$ cat src/rtl/cdbus_csr_arb.sv
// cdbus_csr_arb: two-master arbiter in front of a single cdbus CSR port.
// Requests are accepted combinationally (waitrequest low) and replayed one
// cycle later as a registered command. Reads carry an owner tag through a
// fixed two-stage pipeline, so each response returns exactly 3 cycles after
// acceptance and goes only to the master that issued it. A master can keep
// exclusive ownership with mX_lock. The lock is bounded by LOCK_MAX cycles.

module cdbus_csr_arb #(
    parameter int A_WIDTH  = 4,
    parameter int D_WIDTH  = 32,
    parameter int LOCK_MAX = 64
) (
    input  logic               clk,
    input  logic               reset_n,

    // master 0
    input  logic [A_WIDTH-1:0] m0_address,
    input  logic               m0_read,
    input  logic               m0_write,
    input  logic [D_WIDTH-1:0] m0_writedata,
    input  logic               m0_lock,
    output logic               m0_waitrequest,
    output logic [D_WIDTH-1:0] m0_readdata,
    output logic               m0_readdatavalid,

    // master 1
    input  logic [A_WIDTH-1:0] m1_address,
    input  logic               m1_read,
    input  logic               m1_write,
    input  logic [D_WIDTH-1:0] m1_writedata,
    input  logic               m1_lock,
    output logic               m1_waitrequest,
    output logic [D_WIDTH-1:0] m1_readdata,
    output logic               m1_readdatavalid,

    // shared cdbus CSR port
    output logic               s_chip_select,
    output logic               s_read,
    output logic               s_write,
    output logic [A_WIDTH-1:0] s_address,
    output logic [D_WIDTH-1:0] s_writedata,
    input  logic [D_WIDTH-1:0] s_readdata
);

    // LOCK_MAX is at most 255, so an 8-bit counter always holds the limit.
    localparam int               CNT_W      = 8;
    localparam logic [CNT_W-1:0] LOCK_LIMIT = CNT_W'(LOCK_MAX);

    typedef enum logic [1:0] {
        UNLOCKED = 2'd0,
        LOCKED0  = 2'd1,
        LOCKED1  = 2'd2
    } arb_state_t;

    arb_state_t       state;
    logic             rr_ptr;     // 0: master 0 wins a tie, 1: master 1 wins
    logic [CNT_W-1:0] lock_cnt;

    logic             req0;
    logic             req1;
    logic             lock_timeout;
    logic             grant0;
    logic             grant1;
    logic             grant_any;

    // fields of the accepted request, meaningful only when grant_any is high
    logic               acc_read;
    logic               acc_write;
    logic [A_WIDTH-1:0] acc_address;
    logic [D_WIDTH-1:0] acc_writedata;
    logic               acc_is_read;

    // read tag pipeline: stage 0 lines up with s_read, stage 1 with s_readdata
    logic [1:0] vld_pipe;
    logic [1:0] tag_pipe;

    assign req0 = m0_read | m0_write;
    assign req1 = m1_read | m1_write;

    // In the cycle the lock counter reaches its limit, the owner is not served.
    // The bus is free again on the following edge.
    assign lock_timeout = (state != UNLOCKED) && (lock_cnt == LOCK_LIMIT);

    // Grant selection: round-robin when unlocked, owner-only when locked.
    always_comb begin
        grant0 = 1'b0;
        grant1 = 1'b0;
        if (reset_n) begin
            case (state)
                UNLOCKED: begin
                    if (req0 && req1) begin
                        grant0 = ~rr_ptr;
                        grant1 = rr_ptr;
                    end else begin
                        grant0 = req0;
                        grant1 = req1;
                    end
                end
                LOCKED0: grant0 = req0 & ~lock_timeout;
                LOCKED1: grant1 = req1 & ~lock_timeout;
                default: begin
                    grant0 = 1'b0;
                    grant1 = 1'b0;
                end
            endcase
        end
    end

    assign grant_any = grant0 | grant1;

    // A master that is idle never waits. Every request waits during reset.
    assign m0_waitrequest = ~reset_n | (req0 & ~grant0);
    assign m1_waitrequest = ~reset_n | (req1 & ~grant1);

    // Select the command of the granted master. Read+write together is a write.
    always_comb begin
        acc_read      = grant1 ? m1_read      : m0_read;
        acc_write     = grant1 ? m1_write     : m0_write;
        acc_address   = grant1 ? m1_address   : m0_address;
        acc_writedata = grant1 ? m1_writedata : m0_writedata;
        acc_is_read   = grant_any & acc_read & ~acc_write;
    end

    // Arbitration FSM: lock ownership, lock timeout counter, round-robin pointer.
    always_ff @(posedge clk) begin
        if (!reset_n) begin
            state    <= UNLOCKED;
            rr_ptr   <= 1'b0;
            lock_cnt <= '0;
        end else begin
            // the master just served goes to the back of the queue
            if (grant_any)
                rr_ptr <= grant0;

            case (state)
                UNLOCKED: begin
                    if (grant0 && m0_lock) begin
                        state    <= LOCKED0;
                        lock_cnt <= '0;
                    end else if (grant1 && m1_lock) begin
                        state    <= LOCKED1;
                        lock_cnt <= '0;
                    end
                end
                LOCKED0: begin
                    if (!m0_lock || lock_timeout) begin
                        state    <= UNLOCKED;
                        lock_cnt <= '0;
                    end else if (lock_cnt != LOCK_LIMIT) begin
                        lock_cnt <= lock_cnt + CNT_W'(1);
                    end
                end
                LOCKED1: begin
                    if (!m1_lock || lock_timeout) begin
                        state    <= UNLOCKED;
                        lock_cnt <= '0;
                    end else if (lock_cnt != LOCK_LIMIT) begin
                        lock_cnt <= lock_cnt + CNT_W'(1);
                    end
                end
                default: begin
                    state    <= UNLOCKED;
                    lock_cnt <= '0;
                end
            endcase
        end
    end

    // Registered command to the CSR port. All fields are zero when nothing is issued.
    always_ff @(posedge clk) begin
        if (!reset_n) begin
            s_chip_select <= 1'b0;
            s_read        <= 1'b0;
            s_write       <= 1'b0;
            s_address     <= '0;
            s_writedata   <= '0;
        end else begin
            s_chip_select <= grant_any;
            s_read        <= acc_is_read;
            s_write       <= grant_any & acc_write;
            s_address     <= grant_any ? acc_address   : '0;
            s_writedata   <= grant_any ? acc_writedata : '0;
        end
    end

    // Owner tag pipeline. Reset drops any reads still in flight.
    always_ff @(posedge clk) begin
        if (!reset_n) begin
            vld_pipe <= '0;
            tag_pipe <= '0;
        end else begin
            vld_pipe[0] <= acc_is_read;
            tag_pipe[0] <= grant1;
            vld_pipe[1] <= vld_pipe[0];
            tag_pipe[1] <= tag_pipe[0];
        end
    end

    // Capture CSR read data and return it to the owning master only.
    // Readdata keeps its last value between strobes.
    always_ff @(posedge clk) begin
        if (!reset_n) begin
            m0_readdatavalid <= 1'b0;
            m1_readdatavalid <= 1'b0;
            m0_readdata      <= '0;
            m1_readdata      <= '0;
        end else begin
            m0_readdatavalid <= vld_pipe[1] & ~tag_pipe[1];
            m1_readdatavalid <= vld_pipe[1] &  tag_pipe[1];
            if (vld_pipe[1] && !tag_pipe[1])
                m0_readdata <= s_readdata;
            if (vld_pipe[1] && tag_pipe[1])
                m1_readdata <= s_readdata;
        end
    end

endmodule

$ cat config.mk
export PLATFORM = sky130hd
export DESIGN_NAME = cdbus_csr_arb
export DESIGN_NICKNAME = d
export VERILOG_FILES = /design/src/rtl/cdbus_csr_arb.sv
export SDC_FILE = /design/constraint.sdc
export NUM_CORES = 1
export LEC_CHECK = 0
export BUFFER_PORTS_ARGS = -buffer_cell sky130_fd_sc_hd__clkbuf_2
export CAP_MARGIN = 20
export CORE_UTILIZATION = 49
export DETAILED_ROUTE_END_ITERATION = 12
export PLACE_DENSITY = 0.84
export RECOVER_POWER = 25
export SYNTH_ARGS = -nofsm -noshare
export SYNTH_HDL_FRONTEND = slang
export SYNTH_SLANG_ARGS = --single-unit
$ cat constraint.sdc
create_clock -name clk -period 4.1 [get_ports clk]
set_input_delay 1.23 -clock clk [delete_from_list [all_inputs] [get_ports clk]]
set_output_delay 1.23 -clock clk [all_outputs]
set_load 0.01 [all_outputs]
# ---- After elaboration in Yosys (flattened, before gate mapping)
# Cells that the tools add are included.
# W data, S select, Z words.
dict set report totals {
  reg_bits 120
  latch_bits 0
  ram_bits 0
  rom_bits 0
  in_bits 112
  output_inout_bits 107
  elab_cells 79
  mem_count 0
}
dict set report op_classes {
  addsub 1
  n_mul 0
  n_div 0
  magnitude_cmp 0
  eq_ne 7
  shifts 0
  muxes 21
  bitwise 21
  n_reduce_logical 15
}
# operator n
set op_table {}
lappend op_table {{$mux W8} 5}
lappend op_table {{$mux W32} 1}
lappend op_table {{$pmux W8 S3} 1}
lappend op_table {{$and A1 B1 Y1} 9}
lappend op_table {{$add A8 B1 Y8 const B} 1}
lappend op_table {{$eq A8 B7 Y1 const B} 1}
lappend op_table {{$mux W2} 4}
lappend op_table {{$ne A8 B7 Y1 const B} 1}
lappend op_table {{$not A1 Y1} 7}
lappend op_table {{$logic_and A1 B1 Y1} 6}
lappend op_table {{$mux W1} 6}
lappend op_table {{$pmux W2 S3} 1}
lappend op_table {{$or A1 B1 Y1} 5}
lappend op_table {{$mux W4} 1}
lappend op_table {{$ne A2 B2 Y1 const B} 2}
lappend op_table {{$pmux W1 S2} 2}
lappend op_table {{$logic_not A1 Y1} 3}
lappend op_table {{$ne A3 B3 Y1 const B} 1}
lappend op_table {{$reduce_and A3 Y1} 1}
lappend op_table {{$eq A2 B1 Y1 const B} 1}
lappend op_table {{$eq A2 B2 Y1 const B} 1}
lappend op_table {{$logic_not A2 Y1} 1}
lappend op_table {{$logic_or A1 B1 Y1} 2}
lappend op_table {{$reduce_and A2 Y1} 1}
lappend op_table {{$reduce_bool A2 Y1} 1}

# ---- Depth between registers and ports, before layout
# Gate-level depths: netlist (run 1).
dict set report depth {
  word_depth 10
  ltp_mapped 11
}

# ---- Least setup slack after synthesis (run 1)
# OpenSTA, ideal clock, no wires.
dict set report synth_timing {
  kind {input to output}
  start {input port m1_write}
  end {output port m0_waitrequest}
  t_arrival_ps 2196
  required_ps 2870
  slack_ps 674
  path_stages 6
  path_cell_list {nor2_1 -> o32ai_1 -> a211o_1 -> clkbuf_1 -> o21ai_0 -> nand2_1}
}
dict set report synth_via {
  elab_chain_cells 8
}
# element line_no
set synth_lines {}
lappend synth_lines {{start: declaration} 29} ;# input logic m1_write,
lappend synth_lines {{$or A1 B1 Y1} 78} ;# assign req1 = m1_read | m1_write;
lappend synth_lines {{$logic_and A1 B1 Y1} 91} ;# if (req0 && req1) begin
lappend synth_lines {{$mux W1} 91}
lappend synth_lines {{$pmux W1 S2} 89} ;# case (state)
lappend synth_lines {{$mux W1} 88} ;# if (reset_n) begin
lappend synth_lines {{$not A1 Y1} 112} ;# assign m0_waitrequest = ~reset_n | (req0 & ~grant0);
lappend synth_lines {{$and A1 B1 Y1} 112}
lappend synth_lines {{$or A1 B1 Y1} 112}
lappend synth_lines {{end: declaration} 22} ;# output logic m0_waitrequest,
# No other way between the ends.

# ---- Worst setup path after layout (run 1)
dict set report layout_timing {
  start {input port reset_n}
  end {output port m0_waitrequest}
}
dict set report layout_via {
  elab_chain_cells 4
  word_cells_on_any_way 5
  classes_between {mux (1); bitwise (4)}
}
# element line_no
set layout_lines {}
lappend layout_lines {{start: declaration} 14} ;# input logic reset_n,
lappend layout_lines {{$mux W1} 88}
lappend layout_lines {{$not A1 Y1} 112}
lappend layout_lines {{$and A1 B1 Y1} 112}
lappend layout_lines {{$or A1 B1 Y1 *} 112}
# Every way passes the cells marked *; elsewhere a longest branch is shown, timed or not.

==> impl_metrics.json, run 1 <==
{
  "slew_violations": 0,
  "start_util": 0.509,
  "leakage_nw": 2.90,
  "rsz0062_at_grt": "no",
  "synth_compound_area_frac": 0.167,
  "criticalPathCategory": "input port to output port",
  "cts_resized": 0,
  "wl_per_cell_um": 14.1,
  "grt_usage": 0.260,
  "required_ns": 2.87,
  "layout.cells.non_filler": 885,
  "hpwlAfterDp_mm": 8.52,
  "cts_sinks": 119,
  "ys_warn_count": 0,
  "pwr-share-comb": 0.108,
  "p_switching_uw": 777,
  "synth_edf_count": 0,
  "core_area_um2": 8760,
  "tritoncts": "built",
  "grt_pass1_vias": 4447,
  "grt_antenna_before_repair": 0,
  "hold_buffers": 0,
  "final_common_cell": "clkbuf_2",
  "layout_min_cycle_time_ns": 3.51,
  "wirelength_mm": 12.5,
  "gp_congestion": 0.846,
  "max_freq_mhz": 285,
  "grt_pass1_wl_mm": 20.1,
  "ir_worst_vdd_v": 0.000277,
  "design.die.area_um2": 9480,
  "final_hold_viol_count": 0,
  "relSlewSlack": 0.0676,
  "dieWidth_um": 97.4,
  "synth_top_family_by_area": "simple AND/OR/NAND/NOR gates",
  "seq_area_frac_synth": 0.535,
  "syn2layout_area_growth_pct": 40.7,
  "power_density_nw_per_um2": 523,
  "ys_ff_latch": 119,
  "fp.dieH_um": 97.4,
  "setup_slack_ns": 0.592,
  "cts.path.max_buffers": 2,
  "synthSimpleGateAreaFrac": 0.237,
  "power_mw": 3.28,
  "end_kind": "output port",
  "cap_violations": 0,
  "final.setup.tns_ns": 0,
  "p_clk_frac": 0.510,
  "worst_pin_slew_ns": 1.40,
  "avgViaCountPerCell": 5.22,
  "power.internal_mw": 2.50,
  "synth_nets": 676,
  "power_frac_seq": 0.382,
  "grt_overflow_total": 0,
  "worstSkewPairLatency_ns": 0.49,
  "skew_ns": 0.00828,
  "synthArstFlopShare": 0,
  "setup_viol": 0,
  "post_cts_buffers": 0,
  "rows": 34,
  "min-delay-path-class": "flop to flop",
  "arrival_ns": 2.28,
  "nets": 881,
  "firstDrtPassIters": 6,
  "crit_path_max_fanout": 23,
  "grt_max_degree": 70,
  "place_inst": 852,
  "cts.htree.levels": 4,
  "synth.distinct_cells": 40,
  "synth_mux_area_frac": 0,
  "ant_nets": 0,
  "worstSetupStartpointType": "input port",
  "run_status": "complete, no violations",
  "numCtsBuffers": 17,
  "drc": 0,
  "cts_root_buffer": "clkbuf_8",
  "drt-initial-drc-count": 115,
  "ys.flop_type": "dfxtp_1",
  "dp_slack_ns": 0.651,
  "drive_gt1_frac": 0.342,
  "n_antenna_cell": 0,
  "vias": 4621,
  "final_cell_mix": "219 x clkbuf_2, 217 x nand2_1, 119 x dfxtp_1",
  "synth_area_per_cell_um2": 7.97,
  "netlist_area_um2": 4460,
  "netSwitchingFraction": 0.237,
  "synthCells": 559,
  "synthAdderAreaFrac": 0.0140,
  "io_buffer_count": 218,
  "fin_crit_sh": 0.856,
  "path_clk_slew_ns": 0.06,
  "synth_xor_area_frac": 0,
  "io_pins": 219
}
==> synthesized netlist by cell type (2+ instances only) <==
master | number | area, um^2
nor2b_1 | 2 | 12.5
or3_1 | 4 | 25.0
ha_1 | 5 | 62.6
buf_6 | 3 | 33.8
nand2_1 | 217 | 815
nand3b_1 | 4 | 30.0
and3_1 | 3 | 18.8
o32ai_1 | 3 | 26.3
and2_1 | 3 | 18.8
nand2b_1 | 2 | 12.5
nor2_1 | 10 | 37.5
clkbuf_1 | 29 | 109
a21oi_1 | 73 | 365
a22oi_1 | 2 | 15.0
nand3_1 | 2 | 10.0
inv_1 | 6 | 22.5
o21ai_1 | 8 | 40.0
dfxtp_1 | 119 | 2380
o21ai_0 | 34 | 170
o22ai_1 | 5 | 31.3
buf_2 | 6 | 30.0
==> final timing paths <==
check / from / to / slack [ns] / cells after the start
setup / recovery: reset_n / m0_waitrequest / 0.59 / 6
hold / removal: tag_pipe[0] / tag_pipe[1] / 0.44 / 1
setup reg to reg: state[0] / s_writedata[1] / 1.81 / 8
hold reg to reg: tag_pipe[0] / tag_pipe[1] / 0.44 / 1
==> sequential cells by signal, indices dropped and copies added, names as in the netlist <==
name and count:
m0_readdata 32, m1_readdata 32, s_writedata 32, lock_cnt 8, s_address 4, state 2
tag_pipe 2, vld_pipe 2, m0_readdatavalid 1, m1_readdatavalid 1, rr_ptr 1, s_chip_select 1
s_write 1
==> stage by stage <==
step / hold WS (ns) / area, um^2 / utilization
after floorplan: 0.412 / 4460 / -
after global placement: 0.426 / 5540 / 0.632
after detailed placement: 0.423 / 5570 / 0.636
after CTS: 0.436 / 6240 / 0.712
after global routing: 0.449 / 6270 / 0.715
final: 0.435 / 6270 / 0.715
==> power groups by stage <==
stage | clock network, mW | logic, mW | registers [mW]
2_1_floorplan | 0 | 0.160 | 1.31
3_3_place_gp | 0 | 0.340 | 1.27
3_5_place_dp | 0 | 0.351 | 1.28
4_1_cts | 1.69 | 0.354 | 1.25
5_1_grt | 1.74 | 0.390 | 1.26
6_report | 1.67 | 0.355 | 1.25
==> per-layer routing <==
metal	GRT usage	part of all wire
met4	0.0962	0.019
met5	0	0
met3	0.0712	0.075
met2	0.459	0.51
met1	0.298	0.40
==> cell type report <==
class	instances	area (um^2)
clock buffers	18	428
clock inverters	14	245
fillers	676	2490
inverters	8	30.0
multi-input cells	393	1870
flip-flops and latches	119	2380
well taps	108	135
repair buffers	225	1180
==> logic make-up after synthesis <==
family / after synthesis
buffers and inverters: 47
adders and majority gates: 5
AOI/OAI and AO/OA: 135
DFF: 119
and+or+nand+nor: 253
==> critical path, cell delays in order <==
cell	delay [ns]
clkbuf_2	0.36
inv_1	0.12
a211o_1	0.26
o21ai_0	0.08
nand2_1	0.07
clkbuf_2	0.14
Note: power is estimated with default switching activity, not from simulation.
==> run 2, diff against run 1 <==
--- a/config.mk
+++ b/config.mk
@@ -7,6 +7,7 @@
 export LEC_CHECK = 0
 export BUFFER_PORTS_ARGS = -buffer_cell sky130_fd_sc_hd__clkbuf_2
 export CAP_MARGIN = 20
+export CORE_ASPECT_RATIO = 1.1
 export CORE_UTILIZATION = 49
 export DETAILED_ROUTE_END_ITERATION = 12
 export PLACE_DENSITY = 0.84
@@ -14,3 +15,4 @@
 export SYNTH_ARGS = -nofsm -noshare
 export SYNTH_HDL_FRONTEND = slang
 export SYNTH_SLANG_ARGS = --single-unit
+export TNS_END_PERCENT = 100
==> run 2 against run 1 <==
  * Global-route usage fell by 0.53 points
  * Die area barely moved
  * Total power is 6.4% lower
  * Utilization shrank 1.5 points
  * Via count fell by 1.6%
  * Design area is 1.3% lower
  * Final cell count rose by 0.45%
  * Clock skew increased by 0.0018 ns
  * Register-to-register slack improved by 0.10 ns
  * Sequential power about the same
  * Critical path type unchanged
  * Largest cell class unchanged
==> impl_metrics.json, run 2 (synthesis results as in run 1) <==
{
  "rsz0062_at_grt": "no",
  "drc": 0,
  "drt-initial-drc-count": 148,
  "grt_overflow_total": 0,
  "p_clk_frac": 0.477,
  "hpwlAfterDp_mm": 8.69,
  "cts.htree.levels": 4,
  "criticalPathCategory": "input port to output port",
  "ir_worst_vdd_v": 0.000288,
  "worstPathCellList": "clkbuf_2 -> inv_1 -> a211o_1 -> o21ai_0 -> nand2_1 -> clkbuf_2",
  "netSwitchingFraction": 0.235,
  "power_density_nw_per_um2": 496,
  "skew_ns": 0.0100,
  "arrival_ns": 2.26,
  "avgViaCountPerCell": 5.11,
  "start_util": 0.505,
  "cp_top_family": "buffers and inverters",
  "drive_gt1_frac": 0.339,
  "design.die.area_um2": 9480,
  "final_cell_mix": "219 x clkbuf_2, 217 x nand2_1, 119 x dfxtp_1",
  "power_mw": 3.07,
  "worstSkewPairLatency_ns": 0.51,
  "layout_min_cycle_time_ns": 3.49,
  "max_stage_delay_ns": 0.34,
  "grt_antenna_before_repair": 0,
  "grt_pass1_wl_mm": 18.6,
  "leakage_nw": 2.86,
  "wl_per_cell_um": 13.8,
  "grt_usage": 0.255,
  "max_freq_mhz": 286,
  "slew_violations": 0,
  "setup_viol": 0,
  "firstDrtPassIters": 4,
  "n_antenna_cell": 0,
  "tritoncts": "built",
  "final.setup.tns_ns": 0,
  "cts_root_buffer": "clkbuf_8",
  "rows": 36,
  "cap_violations": 0,
  "grt_pass1_vias": 4252,
  "post_cts_buffers": 0,
  "numCtsBuffers": 17,
  "cts_sinks": 119,
  "cts_resized": 0,
  "cts.path.max_buffers": 2,
  "run_status": "complete, no violations",
  "pwr-share-comb": 0.115,
  "io_pins": 219,
  "fin_crit_sh": 0.852,
  "core_area_um2": 8830,
  "power.internal_mw": 2.35,
  "worstSetupStartpointType": "input port",
  "reg.largest.list": "m0_readdata (32), m1_readdata (32), s_writedata (32)",
  "relSlewSlack": 0.0812,
  "io_buffer_count": 218,
  "grt_max_degree": 70,
  "nets": 881,
  "cp_slowest_cell": "clkbuf_2",
  "power_frac_seq": 0.408,
  "ant_nets": 0,
  "p_switching_uw": 720,
  "end_kind": "output port",
  "syn2layout_area_growth_pct": 38.8,
  "dieWidth_um": 92.9,
  "final_hold_viol_count": 0,
  "fp.dieH_um": 102,
  "crit_path_max_fanout": 23,
  "required_ns": 2.87,
  "min-delay-path-class": "flop to flop",
  "path_clk_slew_ns": 0.05,
  "wirelength_mm": 12.2,
  "gp_congestion": 0.845,
  "fillCellCount": 725,
  "worst_pin_slew_ns": 1.38,
  "hold_buffers": 0,
  "final_common_cell": "clkbuf_2",
  "path_common_cell": "clkbuf_2",
  "worst-path-buf-inv": 3,
  "vias": 4546
}
[run 2: cell count changes in the layout (fill, tap and decap cells not counted)]
cell | previous run | this run
and2_1 | 3 | 2
buf_16 | 2 | 1
and2_0 | 0 | 1
clkbuf_8 | 2 | 5
inv_6 | 2 | 0
clkinv_4 | 4 | 1
bufinv_16 | 6 | 3
clkinv_2 | 1 | 3
clkbuf_1 | 0 | 1
buf_8 | 0 | 1
[run 2: cell type report]
type	count	area, um^2	area share
clock buffers	22	473	0.0765
clock inverters	8	121	0.0196
inverters	8	30.0	0.00486
multi-input cells	393	1870	0.302
flip-flops and latches	119	2380	0.385
well taps	114	143	0.0231
repair buffers	225	1170	0.189
[run 2: through the flow]
| step | util | hold WS, ns | setup WS (ns) | std cells | cell area [um^2] |
|---|---|---|---|---|---|
| final | 0.701 | 0.432 | 0.607 | 889 | 6180 |
| after global routing | 0.701 | 0.460 | 0.466 | 889 | 6180 |
| after CTS | 0.701 | 0.434 | 0.662 | 889 | 6190 |
| after detailed placement | 0.634 | 0.423 | 0.669 | 859 | 5590 |
| after global placement | 0.629 | 0.425 | 0.713 | 857 | 5550 |
| after floorplan | - | 0.412 | 0.674 | 559 | 4460 |
[run 2: power by group through the flow]
stage               Clock [mW]  Sequential (mW)  Combinational [mW]
floorplan                    0             1.31               0.160
global placement             0             1.27               0.341
detailed placement           0             1.28               0.350
CTS                       1.49             1.25               0.353
global route              1.55             1.26               0.389
finish                    1.46             1.25               0.352
[run 2: layer usage]
layer | GRT usage | vias up | share of wire
li1 | - | 2244 | -
met1 | 0.262 | 2074 | 0.39
met2 | 0.460 | 204 | 0.51
met3 | 0.0841 | 24 | 0.075
met4 | 0.133 | 0 | 0.026
met5 | 0 | - | 0
[run 2: worst paths after layout]
| kind | from | end | slack [ns] | cells after the start |
|---|---|---|---|---|
| max | reset_n | m0_waitrequest | 0.61 | 6 |
| min | tag_pipe[0] | tag_pipe[1] | 0.43 | 1 |
| max reg2reg | state[1] | vld_pipe[0] | 1.91 | 8 |
| min reg2reg | tag_pipe[0] | tag_pipe[1] | 0.43 | 1 |
[run 2: worst reg2reg max path, stage by stage, from the launching register on]
cell and delay (ns):
dfxtp_1 0.36, inv_1 0.08, ha_1 0.24, or4_4 0.44
nor2_4 0.15, or3_1 0.16, inv_2 0.24, or3_1 0.39
o21ai_0 0.07
